<file path="config.mk">
export PLATFORM = sky130hd
export DESIGN_NAME = oversample_filter
export DESIGN_NICKNAME = d
export VERILOG_FILES = /design/src/rtl/ovs_pkg.sv /design/src/rtl/ovs_acc_bank.sv /design/src/rtl/oversample_filter.sv
export SDC_FILE = /design/constraint.sdc
export NUM_CORES = 1
export LEC_CHECK = 0
export BUFFER_PORTS_ARGS = -buffer_cell sky130_fd_sc_hd__clkbuf_2
export CAP_MARGIN = 0
export CORE_AREA = 2 2 159 161
export DETAILED_ROUTE_END_ITERATION = 6
export DIE_AREA = 0 0 161 163
export PLACE_DENSITY = 0.73
export SLEW_MARGIN = 20
export SYNTH_ARGS = -nofsm -noshare
export SYNTH_HDL_FRONTEND = slang
export SYNTH_SLANG_ARGS = --single-unit
</file>
<file path="constraint.sdc">
create_clock -name clk_in -period 9.1 [get_ports clk_in]
set_input_delay 0.455 -clock clk_in [delete_from_list [all_inputs] [get_ports clk_in]]
set_output_delay 0.455 -clock clk_in [all_outputs]
set_load 0.03 [all_outputs]
</file>
<file path="src/rtl/ovs_pkg.sv">
// Shared sizing constants for the oversample filter.
package ovs_pkg;

    localparam int unsigned W_DATA_DEF = 18;
    localparam int unsigned N_CHAN_DEF = 8;
    localparam int unsigned W_CHAN_DEF = 3;
    localparam int unsigned W_OS_DEF   = 3;

    // Largest exponent the os field can encode, and the matching accumulator width
    localparam int unsigned K_MAX = (1 << W_OS_DEF) - 1;
    localparam int unsigned W_ACC = W_DATA_DEF + K_MAX;

    function automatic int unsigned acc_width(input int unsigned w_data, input int unsigned w_os);
        return w_data + (1 << w_os) - 1;
    endfunction

    function automatic int unsigned cnt_width(input int unsigned w_os);
        return (1 << w_os) - 1;
    endfunction

endpackage

</file>
<file path="src/rtl/ovs_acc_bank.sv">
// Per-channel accumulator/counter storage; combinational read, one write per cycle.
module ovs_acc_bank #(
    parameter int unsigned N_CHAN = 8,
    parameter int unsigned W_CHAN = 3,
    parameter int unsigned ACC_W  = 25,
    parameter int unsigned CNT_W  = 7
) (
    input  logic                    clk_in,
    input  logic                    reset_in,
    input  logic                    clr_all,
    input  logic                    wr_en,
    input  logic [W_CHAN-1:0]       wr_chan,
    input  logic signed [ACC_W-1:0] wr_acc,
    input  logic [CNT_W-1:0]        wr_cnt,
    input  logic [W_CHAN-1:0]       rd_chan,
    output logic signed [ACC_W-1:0] rd_acc_c,
    output logic [CNT_W-1:0]        rd_cnt_c
);

    logic signed [ACC_W-1:0] acc_q [N_CHAN];
    logic [CNT_W-1:0]        cnt_q [N_CHAN];

    always_comb begin
        rd_acc_c = '0;
        rd_cnt_c = '0;
        if (32'(rd_chan) < N_CHAN) begin
            rd_acc_c = acc_q[rd_chan];
            rd_cnt_c = cnt_q[rd_chan];
        end
    end

    // Bulk clear wins over a channel write
    always_ff @(posedge clk_in or posedge reset_in) begin
        if (reset_in) begin
            for (int unsigned i = 0; i < N_CHAN; i++) begin
                acc_q[i] <= '0;
                cnt_q[i] <= '0;
            end
        end else if (clr_all) begin
            for (int unsigned i = 0; i < N_CHAN; i++) begin
                acc_q[i] <= '0;
                cnt_q[i] <= '0;
            end
        end else if (wr_en) begin
            acc_q[wr_chan] <= wr_acc;
            cnt_q[wr_chan] <= wr_cnt;
        end
    end

endmodule

</file>
<file path="src/rtl/oversample_filter.sv">
// Multi-channel 2^k boxcar oversampling decimator with one-cycle output latency.
// Optional OVS_ROUND_EN: round-half-up with positive saturation instead of floor.
module oversample_filter
    import ovs_pkg::*;
#(
    parameter int unsigned W_DATA = W_DATA_DEF,
    parameter int unsigned N_CHAN = N_CHAN_DEF,
    parameter int unsigned W_CHAN = W_CHAN_DEF,
    parameter int unsigned W_OS   = W_OS_DEF
) (
    input  logic                     clk_in,
    input  logic                     reset_in,
    input  logic                     dv_in,
    input  logic [W_CHAN-1:0]        chan_in,
    input  logic signed [W_DATA-1:0] data_in,
    input  logic [W_OS-1:0]          os_in,
    input  logic                     os_update_in,
    output logic                     dv_out,
    output logic [W_CHAN-1:0]        chan_out,
    output logic signed [W_DATA-1:0] data_out,
    output logic [W_OS-1:0]          os_out
);

    localparam int unsigned ACC_W = acc_width(W_DATA, W_OS);
    localparam int unsigned CNT_W = cnt_width(W_OS);

    logic signed [ACC_W-1:0]  rd_acc_c;
    logic [CNT_W-1:0]         rd_cnt_c;
    logic                     valid_c;
    logic                     last_c;
    logic signed [ACC_W-1:0]  sum_c;
    logic signed [ACC_W-1:0]  wr_acc_c;
    logic [CNT_W-1:0]         wr_cnt_c;
    logic signed [W_DATA-1:0] res_c;

    ovs_acc_bank #(
        .N_CHAN (N_CHAN),
        .W_CHAN (W_CHAN),
        .ACC_W  (ACC_W),
        .CNT_W  (CNT_W)
    ) u_bank (
        .clk_in   (clk_in),
        .reset_in (reset_in),
        .clr_all  (os_update_in),
        .wr_en    (valid_c),
        .wr_chan  (chan_in),
        .wr_acc   (wr_acc_c),
        .wr_cnt   (wr_cnt_c),
        .rd_chan  (chan_in),
        .rd_acc_c (rd_acc_c),
        .rd_cnt_c (rd_cnt_c)
    );

    // Sample accepted only for a real channel and outside an exponent reload
    always_comb begin
        valid_c  = dv_in && !os_update_in && (32'(chan_in) < N_CHAN);
        sum_c    = rd_acc_c + ACC_W'(data_in);
        last_c   = (rd_cnt_c == CNT_W'((32'd1 << os_out) - 32'd1));
        wr_acc_c = last_c ? '0 : sum_c;
        wr_cnt_c = last_c ? '0 : CNT_W'(rd_cnt_c + CNT_W'(1));
    end

`ifdef OVS_ROUND_EN
    localparam logic signed [ACC_W:0] SAT_MAX = (ACC_W+1)'((64'd1 << (W_DATA - 1)) - 64'd1);

    logic signed [ACC_W:0] rnd_c;
    logic signed [ACC_W:0] shf_c;

    // Bias of half an LSB is zero when k = 0, so pass-through stays exact
    always_comb begin
        rnd_c = (ACC_W+1)'(sum_c) + (ACC_W+1)'((33'd1 << os_out) >> 1);
        shf_c = rnd_c >>> os_out;
        res_c = (shf_c > SAT_MAX) ? W_DATA'(SAT_MAX) : W_DATA'(shf_c);
    end
`else
    always_comb begin
        res_c = W_DATA'(sum_c >>> os_out);
    end
`endif

    always_ff @(posedge clk_in or posedge reset_in) begin
        if (reset_in) begin
            dv_out   <= 1'b0;
            chan_out <= '0;
            data_out <= '0;
            os_out   <= '0;
        end else begin
            dv_out <= valid_c && last_c;
            if (valid_c && last_c) begin
                chan_out <= chan_in;
                data_out <= res_c;
            end
            if (os_update_in) begin
                os_out <= os_in;
            end
        end
    end

endmodule

</file>
==> reports/summary.md, run 1 <==
Timing would allow up to 191 MHz. The number of cells on the worst reg-to-reg path came out at 13. Input and output buffers added on the ports amount to 52. The worst-case IR drop observed on VDD is 0.000128 V. The root buffer cell chosen for the clock tree is clkbuf_16. The final wirelength is 41000 um, and the maximum number of pins on one net before global-route repair is 257. The synthesis-stage register bit count came out at 281.

For the maximum level of the CTS H-tree, the log shows 1. Yosys attributes the largest share of cell area to dfrtp_1 49%, a32o_1 18%, a22oi_1 5.3%, mux2_2 3.0%, clkbuf_1 2.7%. Gates resized during post-CTS repair numbered 0. The number of hold buffers added after cts came out at 0. Leakage power figure: 6.93 nW. The hold violation count in the final report came out at 0.

The tools report the combinational fraction of design power as 0.153. The category of the worst setup path capture point is a register. The critical path goes through clkbuf_2, inv_1, nor2_4, buf_4, a22oi_1, nand4_1, ha_1, a21oi_1, o21ai_0, a21o_1, a31oi_1, o21ba_2, o21ai_0, xor2_1, o221ai_1, o2bb2ai_1, mux2_2. The die covers 26200 um^2. The cell area that synthesis handed to floorplanning was 14400 um^2.

The internal portion of the total power is 2.14 mW. The count of nets left with antenna violations after detail routing came out at 0. The later pin in the worst-skew pair is clocked with a latency of 0.56 ns. From left edge to right edge, the die measures 161 um. Mean routed wirelength per cell: 26.8 um. The worst setup path is launched from a primary input.

After floorplanning, the core was sized to cover 24700 um^2. The TritonCTS sink count is 281, and the largest clock skew in the final design is 0.00753 ns. The largest area contributor in the synthesized netlist was dfrtp_1. The most common library cell in the layout ignoring fill and taps was dfrtp_1. The largest fanout of any net on the critical path came out at 40. On the worst path, the slowest cell contributes a delay of 0.66 ns.

The number of inserted diodes was 0; the clock transition at the registers of the reported paths was 0.06 ns. The post-layout minimum cycle time was 5.25 ns; the post-synthesis cell type count was 69. The count of pins on the block boundary is 53. The first TritonRoute pass finished after 5 iterations.

The switching power total is 845 uW. TritonCTS built the clock tree. The average footprint of a synthesized cell works out to 11.9 um^2. The sequential group share of total power is 0.440. The flow ran to the end, and the final reports show no timing, DRC or antenna violations.

The leading register cell type out of synthesis is dfrtp_1. The tools report the max-slew violation count as 0. The deepest clock path buffer count was 3; the slew of the pin with the lowest slew margin was 1.10 ns.

The tightest slew margin relative to the limit was 0.263. In this run, the number of DRC markers left after iteration 0 of detailed routing was 1480. The layout has 1961 filler cells. The final cycle utilization of the critical path came out at 0.577. In this run the critical register-to-register path is captured at data_out[12].

The number of synthesized flops with an enable pin was 0; the total via count in the routed design was 11500. For the half-perimeter wire length after detailed placement, the log shows 23800 um. In this run the vertical extent of the chip is 163 um.

The run gives 64600 um as the global-route wire length before repair. The run gives 0 as the number of antenna violations at the first check in global routing. Setup violations remaining at the end of the flow were counted as 0. The net count of the mapped netlist is 1271.

The tool flagged a number of max-cap violations equal to 0. Setup repair after global routing left no endpoint under its margin. For the arrival time of data at the critical path endpoint, the log shows 5.74 ns. Routability-driven placement finished with a final weighted congestion of 0.899. The finished layout holds 1533 standard cells, fillers aside. Most common cell type on the critical path: o21ai_0.

The power density of the placed cells was 189 nW/um^2. The logs give 0.487 for the sequential share of the synthesized area and 2.98 mW for the final total power. The tools report the remaining global-route overflow as 0. The count of nets after finishing is 1234. The path class of the tightest hold or removal check is in2async.

STA puts the critical path data required time at 9.60 ns. For the gate count after technology mapping, the log shows 1216. Post-detailed-route DRC marker count: 0.

The share of cells above drive strength 1 works out to 0.175. The tools report the beginning of the worst register-to-register path as u_bank.acc_q[125]. For the starting density of the core, the log shows 0.585.

The number of global-route vias before repair is 11200. The category of the most critical setup path was in2reg. For the total number of placement rows, the log shows 58. Once the clock tree was built, the setup fixing pass inserted 0 buffers. Switching fraction of total power: 0.283. Counting tap cells, the placed design contains a total of 1476 instances. Adding up every negative setup slack in the final design gives 0 ns. In the routed layout, each cell is associated on average with a via count of 7.53. The slowest stage of the critical path belongs to the cell xor2_1.

The area growth from synthesis to layout is 9.23%. The total clock buffers created by CTS is 30, and the number of warnings printed during yosys synthesis is 0. For flop-to-flop paths, the worst setup slack is 4.84 ns. The global routing usage summed across all routing layers came out at 0.311. In the layout the commonest cells are 281 x dfrtp_1, 256 x a32o_1, 102 x a22oi_1. The proportion of synthesized flip-flops having asynchronous set or reset works out to 1.00.

For the clock share of power, the log shows 0.407. The proportion of netlist area held by the largest area contributor works out to 0.487.
-- cells in the mapped netlist (all sizes together), types with 13 or more instances --
master  instances
clkbuf        102
nand4          33
a32o          256
a21oi          39
ha             26
nand2          29
a22oi         102
inv            14
xor2           15
buf            50
xnor2          16
dfrtp         281
mux2i          32
a21o           13
o21ai          26
mux2           42
nor2           25
-- worst max path at each step --
stage | from | endpoint | slack, ns | cells after the start
final | chan_in[0] | data_out[16] | 3.85 | 17
after global routing | chan_in[0] | data_out[16] | 3.54 | 17
after floorplan | reset_in | chan_out[0] | 0.89 | 1
after CTS | chan_in[1] | data_out[9] | 3.99 | 16
after detailed placement | chan_in[1] | data_out[9] | 3.41 | 16
after global placement | chan_in[1] | data_out[13] | 3.44 | 17
-- worst max-delay path, delay by kind of cell --
kind                       cells  cell delay, ns
AOI/OAI and AO/OA              9            1.91
buffers and inverters          3            1.50
xor gates and xnor gates       1            0.66
and+or+nand+nor                2            0.64
adders and majority gates      1            0.33
muxes                          1            0.16
-- metrics by stage --
step / area [um^2] / setup slack (ns) / util / hold slack, ns
2_1_floorplan: 14400 / 0.894 / - / 0.458
3_3_place_gp: 14700 / 3.44 / 0.596 / 0.467
3_5_place_dp: 14700 / 3.41 / 0.596 / 0.475
4_1_cts: 15700 / 3.99 / 0.636 / 0.101
5_1_grt: 15800 / 3.54 / 0.639 / 0.139
6_report: 15800 / 3.85 / 0.639 / 0.0676
-- cell families (layout without fill, tap and decap cells) --
kind of cell | count (synthesis) | after routing | share of synthesized area
AO/OA/AOI/OAI | 497 | 497 | 0.297
XOR/XNOR | 31 | 31 | 0.0188
adder cells (fa/ha/maj) | 27 | 27 | 0.0239
buffers and inverters | 166 | 153 | 0.0595
flip-flops | 281 | 281 | 0.487
multiplexers | 80 | 80 | 0.0646
AND/OR/NAND/NOR | 134 | 134 | 0.0490
-- per-layer routing --
metal	wire length, um	track usage	up-vias
met3	3030	0.0377	83
li1	-	-	4892
met2	19600	0.503	529
met1	17400	0.441	6034
met4	1080	0.103	0
met5	0	0	-
-- registers in the layout (all words and copies together), names as in the netlist --
register,flops
chan_out,3
dv_out,1
u_bank.cnt_q,56
os_out,3
data_out,18
u_bank.acc_q,200
-- power groups by stage --
stage | clock [mW] | combinational (mW) | sequential, mW
finish | 1.22 | 0.457 | 1.31
detailed placement | 0 | 0.444 | 1.33
floorplan | 0 | 0.295 | 1.35
global route | 1.28 | 0.487 | 1.31
global placement | 0 | 0.439 | 1.33
CTS | 1.23 | 0.445 | 1.31
-- final cells by class --
| type | instances | area [um^2] | area share |
|---|---|---|---|
| multi-input cells | 769 | 6740 | 0.427 |
| repair buffers | 83 | 538 | 0.0341 |
| clock inverters | 9 | 75.1 | 0.00476 |
| inverters | 14 | 60.1 | 0.00381 |
| flip-flops and latches | 281 | 7030 | 0.446 |
| clock buffers | 47 | 916 | 0.0581 |
| well taps | 330 | 413 | 0.0262 |
Power figures use the tool's default switching activity.
==> run 2: changes to the inputs <==
--- a/config.mk
+++ b/config.mk
@@ -7,10 +7,10 @@
 export LEC_CHECK = 0
 export BUFFER_PORTS_ARGS = -buffer_cell sky130_fd_sc_hd__clkbuf_2
 export CAP_MARGIN = 0
-export CORE_AREA = 2 2 159 161
+export CORE_AREA = 2 2 164 166
 export DETAILED_ROUTE_END_ITERATION = 6
-export DIE_AREA = 0 0 161 163
-export PLACE_DENSITY = 0.73
+export DIE_AREA = 0 0 166 168
+export PLACE_DENSITY = 0.72
 export SLEW_MARGIN = 20
 export SYNTH_ARGS = -nofsm -noshare
 export SYNTH_HDL_FRONTEND = slang
==> constraint.sdc (replaced) <==
create_clock -name clk_in -period 4.5 [get_ports clk_in]
set_input_delay 0.225 -clock clk_in [delete_from_list [all_inputs] [get_ports clk_in]]
set_output_delay 0.225 -clock clk_in [all_outputs]
set_load 0.03 [all_outputs]
==> run 2 against run 1 <==
Core utilization is 1.5 points lower. Sequential share of layout area decreased by 1.8 points. Clock power grew 110%. Register-to-register slack worse by 4.4 ns. First-iteration DRC count grew 5.4%.
==> reports/summary.md, run 2 (same netlist as run 1, synthesis figures left out) <==
For the pin with the worst max-slew slack, the measured transition is 1.12 ns. For the count of nets left with antenna violations after detail routing, the log shows 0. Clock tree synthesis inserted a total of 30 buffers.

The tools report the hold violation count in the final report as 0. Setup repair after global routing left no endpoint under its margin. The tools report the number of antenna violations at the first check in global routing as 1.

The share of cells above drive strength 1 came out at 0.213. In the routed layout, each cell is associated on average with a via count of 7.32. The floorplan step set the die height to 168 um. The tree is rooted in a clkbuf_16. For this run, design rule violations remaining after detail routing come to 0. From left edge to right edge, the die measures 166 um. The run gives 0 ns as the final sum of negative setup slack.

Counting the fill cells in the layout gives 2027. The tools report the count of nets after finishing as 1300. Across the run, the number of max-cap violations was 0. Leaving out fill and tap cells, the most frequent cells in the layout are 281 x dfrtp_1, 256 x a32o_1, 102 x a22oi_1. Remaining global-route overflow: 0.

The number of hold buffers added after cts was 4; the global-route wire length before repair was 67000 um. At the end of routability-driven placement, the weighted congestion stood at 0.899. Most common library cell in the layout ignoring fill and taps: dfrtp_1. The clock period could shrink to 4.04 ns. The tightest slew margin relative to the limit is 0.249.

Setup violations remaining at the end of the flow were counted as 0. Across the VDD grid, the largest voltage drop is 0.000340 V. The logs give 0.548 for the starting density of the core and 248 MHz for the highest clock rate. The number of inserted diodes was 0. Entering global routing, the biggest net connects 128 pins.

The detailed-router iteration count before antenna repair is 5, and the total instance count after detailed placement is 1550. The global routing usage summed across all routing layers was 0.300. The final cycle utilization of the critical path came out at 0.897. The detailed router finished its first iteration with 1560 violations. The floorplan step defined a die boundary enclosing 27900 um^2. The leakage power figure is 7.30 nW, and the total number of placement rows is 60. The final wirelength is 42100 um, and the number of flip-flops under the largest register name is 200. The maximum level of the CTS H-tree came out at 1. Type of origin of the critical path: a register. The core region is 26400 um^2. The number of gates resized after CTS was 0. Along the worst path, the maximum fanout reaches 10. The half-perimeter wire length after detailed placement is 27000 um. The insertion delay of the later-clocked pin in the worst-skew pair was 0.55 ns; the number of cells on the worst reg-to-reg path was 15. The largest registers in the layout are u_bank.acc_q (200), u_bank.cnt_q (56), data_out (18).

For the max-slew violation count, the log shows 0. The final instance count without filler cells came out at 1608. Post-CTS timing repair inserted 0 buffers for setup.

The run gives 281 as the TritonCTS sink count. After clock tree synthesis, the clock-pin slew on the worst setup and hold paths is 0.06 ns. The run gives 4.53 ns as the arrival time of data at the critical path endpoint. In this run the power density over the cells is 379 nW/um^2. Relative to the synthesized area, the layout overhead comes to 13.9%.

The largest clock skew in the final design is 0.0132 ns. The worst hold path belongs to the class in2async. The routed layout has 11800 vias.

The flow ran to the end, and the final reports show no timing, DRC or antenna violations. The category of the worst setup path capture point is a register. TritonCTS built the clock tree.

Data on the critical path is required at its endpoint by 5.00 ns. Pin placement for this block handled 53 I/O pins. The critical path in this run is classified as reg2reg. In this run the tool buffered the top-level ports with 52 buffer cells. After detailed routing, the average wire length per cell comes to 26.2 um. The tools report the number of global-route vias before repair as 11600. The register with the most flip-flops is u_bank.acc_q.

The run gives 3 as the deepest clock path buffer count.
-- run 2: cell types whose count changed in the layout (fill, tap and decap cells not counted), sizes merged --
cell,change
clkbuf,-2
buf,+62
dlygate4sd3,+4
bufinv,+2
inv,-1
clkinvlp,-1
-- run 2: worst paths after layout --
| check | slack [ns] | from | endpoint |
|---|---|---|---|
| setup reg to reg | 0.46 | u_bank.acc_q[150] | data_out[12] |
| max in group asynchronous | 3.20 | reset_in | u_bank.acc_q[131] |
| hold reg to reg | 0.49 | u_bank.cnt_q[9] | u_bank.cnt_q[9] |
| hold / removal | 0.18 | reset_in | u_bank.cnt_q[35] |
| min in group clk_in | 0.28 | os_update_in | os_out[2] |
| setup / recovery | 0.46 | u_bank.acc_q[150] | data_out[12] |
-- run 2: metal layers --
metal  routed length [um]  vias up  part of all wire  track usage
met5                   13        -           0.00031            0
met4                 1790        2             0.042        0.127
met3                 3030      116             0.072       0.0433
met2                20000      543              0.47        0.487
met1                17300     6079              0.41        0.408
li1                     -     5037                 -            -
-- run 2: final cells by class --
type	count	area [um^2]	area share
inverters	14	56.3	0.00342
flip-flops and latches	281	7030	0.428
repair buffers	149	1180	0.0721
well taps	341	427	0.0259
clock buffers	45	928	0.0565
clock inverters	9	124	0.00753
multi-input cells	769	6690	0.407
-- run 2: report_power, final --
part / internal [mW] / leakage [nW] / switching (mW)
logic: 0.334 / 2.89 / 0.658
registers: 2.60 / 3.88 / 0.0458
clock network: 1.58 / 0.525 / 1.01
-- run 2: stage by stage --
stage                util  total power [mW]  setup slack, ns  hold slack (ns)  cell area, um^2
floorplan               -              3.33           0.0621            0.346            14400
global placement    0.581              3.65           0.0244            0.197            15300
global route        0.624              6.44            0.141            0.209            16400
detailed placement  0.582              3.66          0.00656            0.198            15300
CTS                 0.624              6.25            0.496            0.176            16400
finish              0.624              6.23            0.462            0.177            16400
-- run 2: critical path, stage by stage (launching register included) --
cell and delay, ns:
dfrtp_1 0.41, a22oi_1 0.18, nand4_1 0.12, ha_1 0.23, fa_1 0.43, a21o_1 0.20
a221oi_2 0.25, buf_4 0.19, o221ai_2 0.15, a211oi_1 0.24, o21ai_0 0.12, xor2_1 0.68
mux2i_1 0.21, mux2i_1 0.26, mux2_2 0.19, mux2_2 0.13
==> run 3: changes to the inputs <==
--- a/config.mk
+++ b/config.mk
@@ -11,6 +11,7 @@
 export DETAILED_ROUTE_END_ITERATION = 6
 export DIE_AREA = 0 0 166 168
 export PLACE_DENSITY = 0.72
+export RECOVER_POWER = 100
 export SLEW_MARGIN = 20
 export SYNTH_ARGS = -nofsm -noshare
 export SYNTH_HDL_FRONTEND = slang
==> constraint.sdc (replaced) <==
create_clock -name clk_in -period 4.5 [get_ports clk_in]
set_input_delay 0.45 -clock clk_in [delete_from_list [all_inputs] [get_ports clk_in]]
set_output_delay 0.45 -clock clk_in [all_outputs]
set_load 0.03 [all_outputs]
==> run 3 against run 2 <==
The run now ends with capacitance limit, slew limit left. First-iteration DRC count fell by 5.1%. Critical path depth rose by 3. Core utilization fell by 0.58 points. Clock skew rose by 0.0036 ns. Wire length barely moved. Final area fell by 0.93%. Die area did not move. Non-clock buffer count rose by 11. Setup slack improved by 0.022 ns.
==> reports/summary.md, run 3 (same netlist as run 1, synthesis figures left out) <==
The run finished, with violations left. The checks that failed: capacitance limit, slew limit. Cell at the slowest stage of the critical path: mux2_2. Once the clock tree was built, the setup fixing pass inserted 0 buffers. Counting the fill cells in the layout gives 2116.

Hold is met by 0.125 ns. The area growth from synthesis to layout is 12.9%. In this run, post-CTS repair resized a total of 0 instances. Leakage power figure: 7.16 nW. u_bank.acc_q holds more flip-flops than any other register. For this block, the initial DRC count from the detailed router was 1480. Dividing total power by cell area gives a power density of 370 nW/um^2. For the floorplan die area, the log shows 27900 um^2. In the routed layout, each cell is associated on average with a via count of 7.32. Between clock sinks in the finished design, the worst skew comes to 0.0167 ns. After clock tree synthesis, the clock-pin slew on the worst setup and hold paths is 0.06 ns. Of all nets on the critical path, the largest fanout is 16. The largest single stage delay on the critical path is 0.35 ns.

The number of antenna diodes in the final layout is 0. The run gives 0.299 as the global routing usage summed across all routing layers. The largest registers in the layout are u_bank.acc_q (200), u_bank.cnt_q (56), data_out (18). Most common library cell in the layout ignoring fill and taps: dfrtp_1.

STA classifies the critical path startpoint as a primary input. Setup repair after global routing left no endpoint under its margin. The final route contains 11800 vias. The hold violation count in the final report was 0.

Clock tree synthesis selected as its root buffer the cell clkbuf_16. For the deepest clock path buffer count, the log shows 3. The final wirelength was 42100 um; the insertion delay of the later-clocked pin in the worst-skew pair was 0.56 ns. The tools report the number of antenna violations at the first check in global routing as 0. Max-cap violations in this run came to 2. The smallest clock period supported by the final layout is computed as 4.02 ns. The run gives 0.966 as the global placement routability congestion. The first detailed-routing pass ran for 5 iterations.

Count of nets left with antenna violations after detail routing: 0. The starting density of the core came out at 0.548. The run gives 1 as the maximum level of the CTS H-tree. For the pin with the worst max-slew slack, the measured transition is 2.13 ns.

Summed over all failing endpoints, the final setup total negative slack is 0 ns. Data arrives at the worst endpoint at 4.45 ns. In the routed design, unresolved DRC markers number 0. Detailed placement finished with a half-perimeter wire length of 27400 um. The tightest slew margin relative to the limit is -0.423, and the quantity of I/O buffers inserted on ports is 52. The worst setup path is of the in2reg kind.

TritonCTS built the clock tree. The final layout contains 1311 nets. Setup violations remaining at the end of the flow were counted as 0. The category of the worst setup path capture point is a register. The core region is 26400 um^2. The mean routed wirelength per cell is 26.0 um, and the area occupied by registers is 7030 um^2. At the worst endpoint, the required time is 4.94 ns.

The signal on the critical path passes through clkbuf_2, inv_1, nor3_2, buf_4, buf_12, a22oi_1, nand4_1, ha_1, and2_1, nor2b_1, a21o_1, a31oi_1, o21ba_1, xnor2_1, mux2i_1, mux2i_1, mux2_2, mux2_2. TritonCTS created 30 clock buffers. The floorplan step set the die height to 168 um. IR analysis of the VDD net gives a maximum drop of 0.000280 V. For this design the top-level I/O count stands at 53. The maximum number of pins on one net before global-route repair was 144.

The number of global-route vias before repair is 11600. The final cycle utilization of the critical path was 0.892; the global-route wire length before repair was 66700 um. The share of cells above drive strength 1 was 0.188.

For the max-slew violation count, the log shows 185. Summed over all layers, the global routing overflow is 0. Highest clock rate: 249 MHz.

The number of flip-flops under the largest register name was 200. For this design, the sink count on the clock tree is 281. The die is 166 um wide. The logs give 60 for the total number of placement rows and 6680 um^2 for the multi-input logic area.

The worst hold path belongs to the class in2reg. Leaving out fill and tap cells, the most frequent cells in the layout are 281 x dfrtp_1, 256 x a32o_1, 102 x a22oi_1.
## run 3: final cells by class
cell class              instances  share of cell area
inverters                      14             0.00330
clock buffers                  47              0.0544
well taps                     341              0.0262
repair buffers                160              0.0708
multi-input cells             769               0.410
clock inverters                 6             0.00361
flip-flops and latches        281               0.432
## run 3: layer usage
layer  wire [um]  global-route usage  vias to the layer above
li1            -                   -                     5051
met1       17200               0.405                     6131
met2       20500               0.497                      549
met3        3140              0.0458                      107
met4        1240              0.0979                        0
met5           0                   0                        -
## run 3: path summary, 6_finish.rpt
path,endpoint,slack (ns),cells after the start,startpoint
setup reg to reg,u_bank.acc_q[78],0.51,11,os_out[1]
min in group asynchronous,u_bank.cnt_q[49],0.62,3,reset_in
setup / recovery,data_out[12],0.48,18,chan_in[2]
hold / removal,os_out[0],0.13,2,os_in[0]
max in group asynchronous,u_bank.acc_q[13],1.35,4,reset_in
hold reg to reg,u_bank.cnt_q[26],0.49,1,u_bank.cnt_q[26]
## run 3: worst max-delay path: cells and delay by family
family,cells,cell delay [ns]
buffers and inverters,4,0.82
XOR/XNOR,1,0.16
multiplexers,4,1.12
AO/OA/AOI/OAI,4,0.85
adder cells (fa/ha/maj),1,0.26
AND/OR/NAND/NOR,4,0.76
## run 3: where the power goes
| part | leakage, nW | switching (mW) | internal [mW] |
|---|---|---|---|
| Combinational | 2.81 | 0.659 | 0.330 |
| Sequential | 3.88 | 0.0463 | 2.60 |
| Clock | 0.465 | 0.998 | 1.40 |
| Total | 7.16 | 1.70 | 4.33 |
## run 3: through the flow
stage          power, mW  setup slack, ns   util  std cells  cell area, um^2
4_1_cts             6.06            0.589  0.623       1618            16400
3_3_place_gp        3.66            0.159  0.587       1564            15500
6_report            6.03            0.484  0.618       1618            16300
2_1_floorplan       3.33           0.0171      -       1216            14500
5_1_grt             6.23            0.210  0.618       1618            16300
3_5_place_dp        3.68           0.0858  0.587       1564            15500
## run 3: repair_timing
action / CTS / global route
hold buffers: 1 / 0
endpoints found under the setup margin: 0 / 0
hold endpoints to repair: 19 / 0
